[src/rtl/axi4lite_timer_slave.sv]
`default_nettype none
// ============================================================================
// Module   : axi4lite_timer_slave
// Brief    : AXI4-lite timer peripheral with a prescaled up-counter, a compare
//            register and a registered level interrupt.
// Revision : 1.0
// ============================================================================

module axi4lite_timer_slave #(
    parameter int PRESCALE  = 4,
    parameter int ADDR_BITS = 4
) (
    input  logic        clk,
    input  logic        reset,

    input  logic        mem_axi_awvalid,
    output logic        mem_axi_awready,
    input  logic [31:0] mem_axi_awaddr,
    input  logic [2:0]  mem_axi_awprot,

    input  logic        mem_axi_wvalid,
    output logic        mem_axi_wready,
    input  logic [31:0] mem_axi_wdata,
    input  logic [3:0]  mem_axi_wstrb,

    output logic        mem_axi_bvalid,
    input  logic        mem_axi_bready,

    input  logic        mem_axi_arvalid,
    output logic        mem_axi_arready,
    input  logic [31:0] mem_axi_araddr,
    input  logic [2:0]  mem_axi_arprot,

    output logic        mem_axi_rvalid,
    input  logic        mem_axi_rready,
    output logic [31:0] mem_axi_rdata,

    output logic        irq_out
);

    localparam logic [1:0]  c_IDLE        = 2'd0;
    localparam logic [1:0]  c_WRESP       = 2'd1;
    localparam logic [1:0]  c_RRESP       = 2'd2;

    localparam logic [1:0]  c_REG_CTRL    = 2'd0;
    localparam logic [1:0]  c_REG_COMPARE = 2'd1;
    localparam logic [1:0]  c_REG_COUNT   = 2'd2;
    localparam logic [1:0]  c_REG_STATUS  = 2'd3;

    localparam logic [15:0] c_PRESC_LAST  = 16'(PRESCALE - 1);

    logic [1:0]           r_state;
    logic [1:0]           w_state_next;

    logic                 r_enable;
    logic                 r_irq_en;
    logic                 r_autoreload;
    logic                 r_pending;
    logic                 r_irq;
    logic [31:0]          r_compare;
    logic [31:0]          r_count;
    logic [31:0]          r_rdata;
    logic [15:0]          r_prescaler;

    logic [ADDR_BITS-1:0] w_waddr;
    logic [ADDR_BITS-1:0] w_raddr;
    logic [1:0]           w_wsel;
    logic [1:0]           w_rsel;
    logic                 w_wr_fire;
    logic                 w_rd_fire;
    logic                 w_any_strb;
    logic                 w_ctrl_wr;
    logic                 w_compare_wr;
    logic                 w_count_wr;
    logic                 w_status_wr;
    logic                 w_tick;
    logic [31:0]          w_count_inc;
    logic                 w_match;
    logic [31:0]          w_read_mux;
    logic                 w_unused;

    function automatic logic [31:0] byte_merge(
        input logic [31:0] old_val,
        input logic [31:0] new_val,
        input logic [3:0]  strb
    );
        logic [31:0] res;
        res = old_val;
        for (int i = 0; i < 4; i++) begin
            if (strb[i]) begin
                res[8*i +: 8] = new_val[8*i +: 8];
            end
        end
        return res;
    endfunction

    // Only addr[3:2] selects a register; the rest of the address and prot are don't-care.
    assign w_waddr  = mem_axi_awaddr[ADDR_BITS-1:0];
    assign w_raddr  = mem_axi_araddr[ADDR_BITS-1:0];
    assign w_wsel   = w_waddr[3:2];
    assign w_rsel   = w_raddr[3:2];
    assign w_unused = ^{w_waddr, w_raddr, mem_axi_awaddr, mem_axi_araddr,
                        mem_axi_awprot, mem_axi_arprot};

    // Write needs both address and data present; it takes priority over a read.
    assign w_wr_fire = !reset && (r_state == c_IDLE) && mem_axi_awvalid && mem_axi_wvalid;
    assign w_rd_fire = !reset && (r_state == c_IDLE) && mem_axi_arvalid
                       && !(mem_axi_awvalid && mem_axi_wvalid);

    // ------------------------------------------------------------------
    // Bus FSM: state register / next state / outputs
    // ------------------------------------------------------------------
    always_ff @(posedge clk) begin
        if (reset) begin
            r_state <= c_IDLE;
        end else begin
            r_state <= w_state_next;
        end
    end

    always_comb begin
        w_state_next = r_state;
        case (r_state)
            c_IDLE: begin
                if (w_wr_fire) begin
                    w_state_next = c_WRESP;
                end else if (w_rd_fire) begin
                    w_state_next = c_RRESP;
                end
            end
            c_WRESP: begin
                if (mem_axi_bready) begin
                    w_state_next = c_IDLE;
                end
            end
            c_RRESP: begin
                if (mem_axi_rready) begin
                    w_state_next = c_IDLE;
                end
            end
            default: w_state_next = c_IDLE;
        endcase
    end

    always_comb begin
        mem_axi_awready = w_wr_fire;
        mem_axi_wready  = w_wr_fire;
        mem_axi_arready = w_rd_fire;
        mem_axi_bvalid  = (r_state == c_WRESP);
        mem_axi_rvalid  = (r_state == c_RRESP);
    end

    // ------------------------------------------------------------------
    // Register write decode
    // ------------------------------------------------------------------
    assign w_any_strb   = |mem_axi_wstrb;
    assign w_ctrl_wr    = w_wr_fire && (w_wsel == c_REG_CTRL)    && mem_axi_wstrb[0];
    assign w_compare_wr = w_wr_fire && (w_wsel == c_REG_COMPARE) && w_any_strb;
    assign w_count_wr   = w_wr_fire && (w_wsel == c_REG_COUNT)   && w_any_strb;
    assign w_status_wr  = w_wr_fire && (w_wsel == c_REG_STATUS)  && mem_axi_wstrb[0]
                          && mem_axi_wdata[0];

    // A bus write to COUNT suppresses both the increment and the match check.
    assign w_tick      = r_enable && (r_prescaler == c_PRESC_LAST);
    assign w_count_inc = r_count + 32'd1;
    assign w_match     = w_tick && !w_count_wr && (w_count_inc == r_compare);

    always_comb begin
        w_read_mux = 32'd0;
        case (w_rsel)
            c_REG_CTRL:    w_read_mux = {29'd0, r_autoreload, r_irq_en, r_enable};
            c_REG_COMPARE: w_read_mux = r_compare;
            c_REG_COUNT:   w_read_mux = r_count;
            c_REG_STATUS:  w_read_mux = {31'd0, r_pending};
            default:       w_read_mux = 32'd0;
        endcase
    end

    // ------------------------------------------------------------------
    // Timer, registers and read data
    // ------------------------------------------------------------------
    always_ff @(posedge clk) begin
        if (reset) begin
            r_prescaler  <= 16'd0;
            r_count      <= 32'd0;
            r_compare    <= 32'd0;
            r_enable     <= 1'b0;
            r_irq_en     <= 1'b0;
            r_autoreload <= 1'b0;
            r_pending    <= 1'b0;
            r_irq        <= 1'b0;
            r_rdata      <= 32'd0;
        end else begin
            if (!r_enable || w_tick) begin
                r_prescaler <= 16'd0;
            end else begin
                r_prescaler <= r_prescaler + 16'd1;
            end

            if (w_count_wr) begin
                r_count <= byte_merge(r_count, mem_axi_wdata, mem_axi_wstrb);
            end else if (w_match && r_autoreload) begin
                r_count <= 32'd0;
            end else if (w_tick) begin
                r_count <= w_count_inc;
            end

            // One-shot mode stops itself on match unless software rewrites CTRL now.
            if (w_ctrl_wr) begin
                r_enable     <= mem_axi_wdata[0];
                r_irq_en     <= mem_axi_wdata[1];
                r_autoreload <= mem_axi_wdata[2];
            end else if (w_match && !r_autoreload) begin
                r_enable <= 1'b0;
            end

            if (w_compare_wr) begin
                r_compare <= byte_merge(r_compare, mem_axi_wdata, mem_axi_wstrb);
            end

            if (w_match) begin
                r_pending <= 1'b1;
            end else if (w_status_wr) begin
                r_pending <= 1'b0;
            end

            r_irq <= r_pending && r_irq_en;

            if (w_rd_fire) begin
                r_rdata <= w_read_mux;
            end
        end
    end

    assign mem_axi_rdata = r_rdata;
    assign irq_out       = r_irq;

endmodule

`default_nettype wire

[config.mk]
export PLATFORM = sky130hd
export DESIGN_NAME = axi4lite_timer_slave
export DESIGN_NICKNAME = d
export VERILOG_FILES = /design/src/rtl/axi4lite_timer_slave.sv
export SDC_FILE = /design/constraint.sdc
export NUM_CORES = 1
export LEC_CHECK = 0
export ABC_AREA = 1
export BUFFER_PORTS_ARGS = -buffer_cell sky130_fd_sc_hd__buf_2
export CAP_MARGIN = 25
export CORE_MARGIN = 5
export CORE_UTILIZATION = 25
export DETAILED_ROUTE_END_ITERATION = 10
export GPL_ROUTABILITY_DRIVEN = 0
export GPL_TIMING_DRIVEN = 0
export PLACE_DENSITY = 0.46
export SLEW_MARGIN = 30
export SYNTH_ARGS = -nofsm -noshare
export SYNTH_HDL_FRONTEND = slang
export SYNTH_SLANG_ARGS = --single-unit
export TNS_END_PERCENT = 100
[constraint.sdc]
create_clock -name clk -period 3.8 [get_ports clk]
set_input_delay 0.38 -clock clk [delete_from_list [all_inputs] [get_ports clk]]
set_output_delay 0.38 -clock clk [all_outputs]
set_load 0.05 [all_outputs]
Word level (Yosys, flattened, before mapping):

Cells that the tools add are included.
Widths: inputs -> output; s select.

* register bits: 119
* bits in latches: 0
* bits in writable memories: 0
* ROM bits: 0
* bits of input ports: 113
* output and inout port bits: 38
* logic and storage cells: 96
* memories: 0

* $add $sub $neg: 2
* $mul: 0
* div/mod/pow operators: 0
* $lt $le $gt $ge: 0
* equality and inequality tests: 17
* shift operators: 0
* mux-type cells: 17
* bitwise logic cells: 0
* reductions and logical operators: 44

Operators with widths (number)
* $pmux 32 s4: 1
* $mux 32: 3
* $add 32x1->32 const B: 1
* $eq 32x32->1: 1
* $mux 8: 4
* $logic_and 1x1->1: 21
* $add 16x1->16 const B: 1
* $eq 16x2->1 const B: 1
* $reduce_and 2->1: 8
* $eq 2x2->1 const B: 5
* $mux 2: 4
* $ne 2x2->1 const B: 4
* $eq 2x1->1 const B: 3
* $logic_not 2->1: 3
* $pmux 2 s3: 1
* $logic_not 1->1: 5
* $mux 1: 4
* $ne 2x1->1 const B: 2
* $reduce_bool 2->1: 2
* $reduce_or 4->1: 1
* $ne 3x3->1 const B: 1
* $reduce_and 3->1: 1
* $reduce_bool 3->1: 1
* $reduce_or 2->1: 1
* $logic_or 1x1->1: 1

Logic depth before layout (Yosys ltp):

Gate-level depths: netlist of run 1.

* depth in word-level cells: 12
* depth in mapped cells: 19
* depth with buffers taken out: 18

Worst setup path before layout of run 1:

OpenSTA, ideal clock, no wires.

* path kind: register to register
* start: register r_count[0]
* end: register r_count[10]
* setup time: 109 ps
* arrival: 2140 ps
* data required time: 3691 ps
* path slack: 1551 ps
* stages on the path, launching flop included: 20
* buffers on the path: 1
* clock period less this slack: 2249 ps
* cell sequence: dfxtp_1 -> ha_1 -> nand2_1 -> nor2_4 -> nand2_1 -> nor2_4 -> nand2_1 -> nand2_1 -> nand2_1 -> nand2_1 -> nand2_1 -> nor2_1 -> nand2_1 -> nor2_2 -> nand4_4 -> buf_6 -> nand2_2 -> nand3_1 -> nand2_1 -> inv_1

* word-level cells in the longest chain between the ends: 6
* elaborated cells on any way between the ends: 9
* those cells by class: 1 x add/sub; 1 x eq/ne; 3 x mux; 4 x reduce/logical

Ends and longest elaborated chain
* start, declared: line 61 `logic [31:0] r_count;`
* start signal, assigned: line 201 `r_count <= byte_merge(r_count, mem_axi_wdata, mem_axi_wstrb);`
* start signal, assigned: line 205 `r_count <= w_count_inc;`
* $add 32x1->32 (*): line 165 `assign w_count_inc = r_count + 32'd1;`
* $eq 32x32->1: line 166 `assign w_match = w_tick && !w_count_wr && (w_count_inc == r_compare);`
* $logic_and 1x1->1: line 166
* $logic_and 1x1->1: line 202 `end else if (w_match && r_autoreload) begin`
* $reduce_bool 3->1 (no source line) / $mux 32 (equally long branches)
* $reduce_and 2->1 (no source line) / $mux 32 (equally long branches)

Every way passes the cells marked *; elsewhere a longest branch is shown, timed or not. The select of a mux whose other input is x is not followed.
A chain may end at the register's enable or synchronous reset.

Worst setup path after layout of run 1:

* start: register r_count[0]
* end: register r_count[6]

Same word-level chain as after synthesis.

==> results of run 1 <==
metrics by stage:
step	instance area [sq um]	instances
after floorplan	7090	1135
after global placement	7980	1597
after detailed placement	7980	1597
after CTS	8550	1629
after global routing	8550	1630
final	8550	1631
per-layer routing:
metal,vias up,wire (um),global-route usage (%)
met3,40,1760,4.39
met2,199,12500,28.3
met5,-,51,0
met1,3477,12500,22.7
li1,3876,-,-
met4,8,521,4.76
critical path, stage by stage, from the launching register on:
cell and delay (ns):
dfxtp_1 0.44, ha_1 0.24, nand2_1 0.13, nor2_4 0.15, nand3_1 0.26, inv_1 0.29, nand2_1 0.09, nand2_1 0.08
nand2_1 0.07, nand2_1 0.08, nand2_1 0.05, nor2_1 0.13, nand2_1 0.12, nor2_2 0.18, nand4_4 0.17, buf_6 0.23
nand2_2 0.06, nand3_1 0.06, nand2_1 0.09, inv_1 0.04
logic make-up after synthesis:
group | after synthesis | share of synthesized area (%)
XOR/XNOR | 4 | 0.688
buffers and inverters | 196 | 11.9
adder cells (fa/ha/maj) | 2 | 0.353
AO/OA/AOI/OAI | 203 | 16.3
AND/OR/NAND/NOR | 611 | 37.1
flip-flops | 119 | 33.6
worst max-delay path by stage:
stage,slack [ns],startpoint,end,depth (start not counted)
2_1_floorplan,1.55,r_count[0],r_count[10],19
3_3_place_gp,0.78,r_count[0],r_count[17],19
3_5_place_dp,0.82,r_count[0],r_count[31],19
4_1_cts,0.78,r_state[1],mem_axi_arready,5
5_1_grt,0.48,r_count[0],r_count[8],19
6_report,0.73,r_count[0],r_count[6],19
synthesized netlist by cell type, types with 3 or more instances:
| master | n |
|---|---|
| nand2_2 | 32 |
| nand3_1 | 97 |
| dlygate4sd1_1 | 3 |
| clkbuf_1 | 24 |
| a21oi_1 | 89 |
| o21ai_0 | 73 |
| nor3_1 | 6 |
| nor2_4 | 6 |
| nand2_1 | 295 |
| nand4_1 | 5 |
| inv_1 | 154 |
| nor4_1 | 3 |
| clkbuf_8 | 4 |
| buf_6 | 4 |
| a221oi_1 | 30 |
| nor2_1 | 152 |
| dfxtp_1 | 119 |
| nor3b_1 | 3 |
| xor2_1 | 3 |
| inv_2 | 3 |
| a21oi_2 | 4 |
| nor2_2 | 6 |
flip-flops by register name (all words and copies together) (netlist names):
name,count
r_enable,1
r_state,2
r_compare,32
r_count,32
r_pending,1
mem_axi_rdata,32
r_autoreload,1
irq_out,1
r_prescaler,16
r_irq_en,1
area by class of cell:
type                       count  area share, %
antenna                        2         0.0585
buffer                        39           2.97
clock buffer                  19           5.18
clock inverter                13           1.43
inverter                     157           6.89
multi-input combinational    820           45.2
sequential                   119           27.9
tap                          378           5.53
timing repair buffer          84           4.92
report_power, final:
part	switching, mW	total (mW)	leakage, nW	internal [mW]
Sequential	0.0245	1.31	0.964	1.28
Combinational	0.261	0.357	2.39	0.0960
Clock	0.665	1.59	0.266	0.923
Total	0.950	3.25	3.62	2.30
==> out/summary.txt, run 1 <==
status: complete, no violations
fin crit share: 80.7%
# DRC: 0
DR pass1 iterations: 5
DR vias/cell: 4.66
Synth area leaders: dfxtp_1 (34%), nand2_1 (16%), inv_1 (8.2%)
Multi-input gate area: 0.00386 sq mm
post-CTS sizing: 0
Synthesis Warnings: 0
CTS tree: yes
final wirelength: 27.3 mm
Iter 0 DRT Violations: 489
synth unique cells: 38
Critical Path AT: 3.39 ns
post-synth top area share: 33.6%
dpl hpwl: 20.7 mm
clk_lat worst skew: 0.42 ns
Post-Syn Area per Cell: 6.24 sq um
power per cell area: 380 mW/mm^2
hold_ws: 0.211 ns
Req. time, crit path: 4.12 ns
RR Startpoint: r_count[0]
I/O Pins: 151
total power draw: 3.25 mW
total gr overflow: 0
Max Freq: 0.326 GHz
Fin. Hold Viols: 0
Final #Nets: 1353
Num Clock Sinks: 119
Setup Fix Bufs, Post-CTS: 0
Die Span Y: 178 um
synthesis-stage register bit count: 119
Layout Utilization: 30.7%
Pins Over Slew Limit: 0
fillers: 3128
maximum buffer depth of the clock tree: 2
CP Max Fanout: 10
CTS H-tree depth: 4
share of cells above drive strength 1: 14.3%
Leak Pwr: 3.62 nW
ys flop type: dfxtp_1
CTS Root Cell: clkbuf_16
most common cell after layout, fill and taps aside: nand2_1
cts hold-fix bufs: 0
Die Area: 0.0318 sq mm
Crit Reg-Reg Endpoint: r_count[6]
Slew HR: 48.0%
VDD IR max: 0.000294 V
Max Clock Skew: 0.00816 ns
Hold EP: r_state[1]
Initial Util: 25.4%
class of the worst hold path: input pin to register
MaxCap Viol Count: 0
asr flop ratio synth: 0%
most area-hungry cell type in the Yosys netlist: dfxtp_1
dpl ws: 0.821 ns
synth-to-layout area growth: 20.7%
DR vias: 7600
RSZ-0062 raised after global routing: false
Worst Reg-to-Reg Cells: 19
initial antenna violation count: 6
Seq/Total Area, Yosys: 33.6%
Final TNS setup: 0 ns
global-route wire length before repair: 41.9 mm
Hold Path Depth: 4
Reg clk slew, reported paths: 0.06 ns
Least-Margin Pin Slew: 0.780 ns
Post-Syn Nets: 1250
Mapped Area: 0.00709 sq mm
vias in the first global route: 7234
crit path kind: register to register
Port Buffers: 84
DIE WIDTH: 178 um
CTS buffer count: 17
CP Launch Type: register
EDFF count, synth: 0
hold path startpoint: mem_axi_rready
R2R Setup Slk: 0.73 ns
Final Worst Setup Slack: 0.734 ns
Post-Syn Instances: 1135
core area: 0.0279 sq mm
CP endpoint kind: register
All-Layer GR Usage: 17.3%
WL per Instance: 16.7 um
FF+latch area: 0.00238 sq mm
std cell rows: 61
final setup violating endpoints: 0
Final min period: 3.07 ns
largest net degree at the start of global routing: 17
commonest cells after routing, fill and taps aside: nand2_1 (295), inv_1 (154), nor2_1 (152)
Final ANT Viol Nets: 0
Note: power is estimated with default switching activity, not from simulation.
==> run 2, diff against run 1 <==
- PLACE_DENSITY: 0.46 -> 0.47
- clock period: 3.8 -> 2.7 ns (I/O delays scaled with it)
==> run 2 against run 1 <==
Net effect:
- the flow now finishes with violations (negative setup slack)
- combinational power rose by 46%
- clock skew rose by 0.0036 ns
- clock-buffer cell count fell by 2
- worst hold slack got worse by 0.11 ns
- power rose by 48%
- setup slack got worse by 0.80 ns
- first-iteration DRC count rose by 21%
- utilization rose by 2.0 points
- sequential share of layout area fell by 1.4 points
- sequential cell count did not move
- maximum frequency rose by 11%
- critical endpoint is now r_count[11]
==> out/summary.txt, run 2 (synthesis results as in run 1) <==
status: complete, but fails checks
violated checks: negative setup slack
MaxCap Viol Count: 0
synth-to-layout area growth: 28.4%
CP Launch Type: register
RSZ-0062 raised after global routing: true
maximum buffer depth of the clock tree: 2
Final ANT Viol Nets: 0
DR vias/cell: 4.63
final wirelength: 27.7 mm
VDD IR max: 0.000452 V
DIE WIDTH: 178 um
final setup violating endpoints: 12
DR vias: 7622
global-route wire length before repair: 42.6 mm
Final TNS setup: -0.634 ns
Top cell by count, worst path: nand2_1
Antenna diodes: 0
CP Max Fanout: 6
WL per Instance: 16.8 um
dpl hpwl: 20.5 mm
Multi-input gate area: 0.00413 sq mm
Area after DPL: 0.00798 sq mm
Fin. Hold Viols: 0
power per cell area: 529 mW/mm^2
fin crit share: 103%
most common cell after layout, fill and taps aside: nand2_1
Final min period: 2.77 ns
Initial Util: 25.4%
Max Clock Skew: 0.0118 ns
Die Span Y: 178 um
vias in the first global route: 7439
Final #Nets: 1369
Iter 0 DRT Violations: 592
CP endpoint kind: register
# DRC: 0
Num Clock Sinks: 119
crit path kind: register to register
All-Layer GR Usage: 17.6%
CTS tree: yes
Crit path largest cell delay: 0.38 ns
I/O Pins: 151
fillers: 3110
clk_lat worst skew: 0.43 ns
core area: 0.0279 sq mm
CTS Root Cell: clkbuf_16
Pins Over Slew Limit: 0
Leak Pwr: 3.83 nW
Critical Path AT: 3.09 ns
final instance area: 0.00910 sq mm
FF+latch area: 0.00241 sq mm
commonest cells after routing, fill and taps aside: nand2_1 (280), inv_1 (152), nor2_1 (138)
CP max stage cell: dfxtp_4
total gr overflow: 0
Slew HR: 50.6%
Die Area: 0.0318 sq mm
class of the worst hold path: input pin to register
share of cells above drive strength 1: 20.5%
std cell rows: 61
Max Freq: 0.361 GHz
DR pass1 iterations: 7
initial antenna violation count: 1
Final Worst Setup Slack: -0.0688 ns
Port Buffers: 84
placed cells: 1597
Least-Margin Pin Slew: 0.742 ns
hold_ws: 0.101 ns
largest net degree at the start of global routing: 17
Non-Filler Instances: 1645
Layout Utilization: 32.7%
CTS H-tree depth: 4
crit path cell chain: ha_4, nand2_4, nor2_4, nand2_4, nor2_4, nand2_1, nand2_2, nand2_2, nand2_1, nand2_1, nor2_2, nand2_2, nor2_4, nand4_4, buf_6, buf_12, nand2_4, nand3_2, nand2_1, inv_1
Req. time, crit path: 3.03 ns
Reg clk slew, reported paths: 0.06 ns
CTS buffer count: 17
dpl ws: -0.307 ns
total power draw: 4.81 mW
[run 2: layout make-up]
type | count | share of cell area [%]
buffer | 37 | 2.72
clock buffer | 17 | 4.67
clock inverter | 15 | 2.10
inverter | 157 | 6.53
multi-input combinational | 820 | 45.4
sequential | 119 | 26.5
tap | 378 | 5.20
timing repair buffer | 102 | 6.90
[run 2: metal layers]
| layer | vias up | GRT usage (%) | routed length, um | share of wire, % |
|---|---|---|---|---|
| li1 | 3894 | - | - | - |
| met1 | 3494 | 22.9 | 12600 | 46 |
| met2 | 183 | 28.6 | 12500 | 45 |
| met3 | 51 | 3.77 | 1590 | 5.7 |
| met4 | 0 | 6.78 | 947 | 3.4 |
| met5 | - | 0 | 0 | 0 |
[run 2: path summary, 6_finish.rpt]
path | slack, ns | endpoint | cells after the start | startpoint
worst max register to register | -0.07 | r_count[11] | 20 | r_count[1]
worst max-delay path | -0.07 | r_count[11] | 20 | r_count[1]
worst min register to register | 0.47 | irq_out | 2 | r_pending
worst min-delay path | 0.10 | r_compare[5] | 3 | mem_axi_wdata[5]
[run 2: critical path: cells and delay by family, from the launching register on]
family / cells / cell delay, ns
fa+ha+maj: 1 / 0.16
buf+inv: 3 / 0.37
flops: 1 / 0.38
simple gates: 16 / 1.73
[run 2: power by group]
group	leakage, nW	switching (mW)	internal (mW)
sequential	0.972	0.0357	1.80
clock	0.292	0.981	1.47
combinational	2.56	0.375	0.144
total	3.83	1.39	3.42
[run 2: repair_timing]
item,CTS,global route
pin swaps,5,32
buffers inserted,11,6
hold buffers,0,0
setup endpoints to repair,34,33
resized for setup,35,67
gates cloned,2,0
==> run 3, diff against run 2 <==
- ABC_AREA: 1 -> not set
==> run 3 against run 2 <==
Net effect:
- die area increased by 2.5%
- sequential share of layout area decreased by 1.2 points
- maximum frequency decreased by 19%
- critical path type unchanged
- highest routed layer is now met5
- the flow still finishes with violations (negative setup slack)
==> out/summary.txt, run 3 <==
Iter 0 DRT Violations: 864
Max Clock Skew: 0.0114 ns
fillers: 3119
Die Area: 0.0326 sq mm
Antenna diodes: 0
Final TNS setup: -18.03 ns
DR vias: 8383
Pins Over Slew Limit: 0
share of cells above drive strength 1: 24.5%
FF+latch area: 0.00240 sq mm
most area-hungry cell type in the Yosys netlist: dfxtp_1
Die Span Y: 181 um
Max Freq: 0.294 GHz
Layout Utilization: 33.1%
leading post-synthesis cells by instance count: dfxtp_1 (119), nand2_1 (93), nor2_1 (85), nand3_1 (81), a21oi_1 (74)
CTS H-tree depth: 4
largest net degree at the start of global routing: 17
crit path kind: register to register
Fin. Hold Viols: 0
CTS Root Cell: clkbuf_16
ys flop type: dfxtp_1
maximum buffer depth of the clock tree: 2
Non-Filler Instances: 1480
DR pass1 iterations: 6
Initial Util: 25.3%
Leak Pwr: 3.35 nW
status: complete, but fails checks
met3 wire len: 2.73 mm
DR vias/cell: 5.66
All-Layer GR Usage: 19.2%
Synthesis Warnings: 0
Post-Syn Area per Cell: 7.48 sq um
dpl ws: -1.60 ns
total gr overflow: 0
initial antenna violation count: 1
wl on met1: 14.0 mm
vias in the first global route: 7970
Port Buffers: 82
cell with the most instances after synthesis: dfxtp_1
WL per Instance: 22.2 um
Multi-input gate area: 0.00494 sq mm
CTS buffer count: 17
std cell rows: 62
DIE WIDTH: 181 um
CP endpoint kind: register
Final min period: 3.40 ns
Final #Nets: 1198
Post-Syn Nets: 1088
synthesis-stage register bit count: 119
Mapped Area: 0.00727 sq mm
Slew HR: 20.5%
global-route wire length before repair: 48.8 mm
RSZ-0062 raised after global routing: true
I/O Pins: 151
asr flop ratio synth: 0%
Top Metal Used: met5
core area: 0.0287 sq mm
met2 WL: 14.8 mm
Req. time, crit path: 3.00 ns
dpl hpwl: 23.6 mm
CP Launch Type: register
final setup violating endpoints: 34
VDD IR max: 0.000292 V
placed cells: 1440
fin crit share: 126%
EDFF count, synth: 0
commonest cells after routing, fill and taps aside: dfxtp_1 (104), nand2_1 (92), buf_2 (89)
total power draw: 5.08 mW
Final Worst Setup Slack: -0.702 ns
CP Max Fanout: 8
MaxCap Viol Count: 0
post-synth top area share: 32.7%
most common cell after layout, fill and taps aside: dfxtp_1
Critical Path AT: 3.70 ns
Synth area leaders: dfxtp_1 (33%), nand3_1 (5.6%), a21oi_1 (5.1%)
synth unique cells: 75
class of the worst hold path: input pin to register
Seq/Total Area, Yosys: 32.7%
synth-to-layout area growth: 30.7%
violated checks: negative setup slack
final wirelength: 32.9 mm
power per cell area: 535 mW/mm^2
Least-Margin Pin Slew: 1.19 ns
# DRC: 0
Reg clk slew, reported paths: 0.07 ns
Final ANT Viol Nets: 0
Post-Syn Instances: 973
CTS tree: yes
clk_lat worst skew: 0.43 ns
Num Clock Sinks: 119
## run 3: cell count changes after synthesis, sizes merged, moves of 14 or more
| cell | previous run | this run |
|---|---|---|
| clkbuf | 28 | 70 |
| xor2 | 3 | 21 |
| inv | 157 | 15 |
| nor4 | 3 | 17 |
| nor3 | 6 | 55 |
| nand2 | 328 | 93 |
| or3 | 0 | 18 |
| nor2 | 164 | 85 |
| xnor2 | 0 | 31 |
| nand4 | 6 | 23 |
| o21ai | 73 | 42 |
| nand3 | 97 | 81 |
| a21oi | 93 | 75 |
| and3 | 0 | 18 |
## run 3: worst paths after layout
check,slack (ns),depth (start not counted),from,endpoint
setup / recovery,-0.70,13,r_count[16],r_count[4]
hold reg to reg,0.47,1,r_prescaler[0],r_prescaler[0]
setup reg to reg,-0.70,13,r_count[16],r_count[4]
hold / removal,0.10,3,mem_axi_wdata[22],r_compare[22]
## run 3: repair_timing
item / CTS / global route
gates resized for setup: 58 / 85
endpoints found under the setup margin: 35 / 39
buffers inserted: 23 / 2
pin swaps: 32 / 27
cloned: 1 / 1
hold buffers: 0 / 0
## run 3: cells by family after synthesis
group                    Yosys count  synth area share [%]
AND/OR/NAND/NOR                  453                  32.1
buffers and inverters            104                  5.73
XOR/XNOR                          52                  6.26
multiplexers                       8                  1.29
AO/OA/AOI/OAI                    235                  21.5
flip-flops                       119                  32.7
adder cells (fa/ha/maj)            2                 0.344
## run 3: area by class of cell
cell class	count	area share (%)
inverter	17	0.697
multi-input combinational	750	52.0
clock buffer	17	4.47
clock inverter	15	2.01
sequential	119	25.3
buffer	69	3.33
tap	384	5.05
timing repair buffer	109	7.20
## run 3: report_power, final
group | internal (mW) | leakage, nW | switching, mW
logic | 0.237 | 2.07 | 0.503
clock network | 1.48 | 0.298 | 0.995
registers | 1.82 | 0.975 | 0.0547
total | 3.53 | 3.35 | 1.55
## run 3: per-layer routing
| metal | vias up | GRT usage [%] |
|---|---|---|
| met5 | - | 0 |
| li1 | 3843 | - |
| met4 | 2 | 7.11 |
| met1 | 4036 | 25.6 |
| met2 | 422 | 30.6 |
| met3 | 80 | 3.96 |
## run 3: worst max-delay path, cell delays in order (launching register included)
cell and delay [ns]:
dfxtp_1 0.33, clkbuf_4 0.21, nand4_1 0.20, buf_4 0.24
or3_1 0.35, or3_4 0.37, a311oi_2 0.29, nand2_1 0.14
nor4_4 0.28, buf_4 0.19, a21oi_4 0.11, buf_12 0.18
a222oi_1 0.30, nor2_1 0.08
## run 3: per-stage QoR
stage | cell area, sq um | hold slack (ns)
floorplan | 7310 | 0.414
finish | 9510 | 0.103
global placement | 8200 | 0.447
global route | 9510 | 0.102
CTS | 9210 | 0.0937
detailed placement | 8230 | 0.453
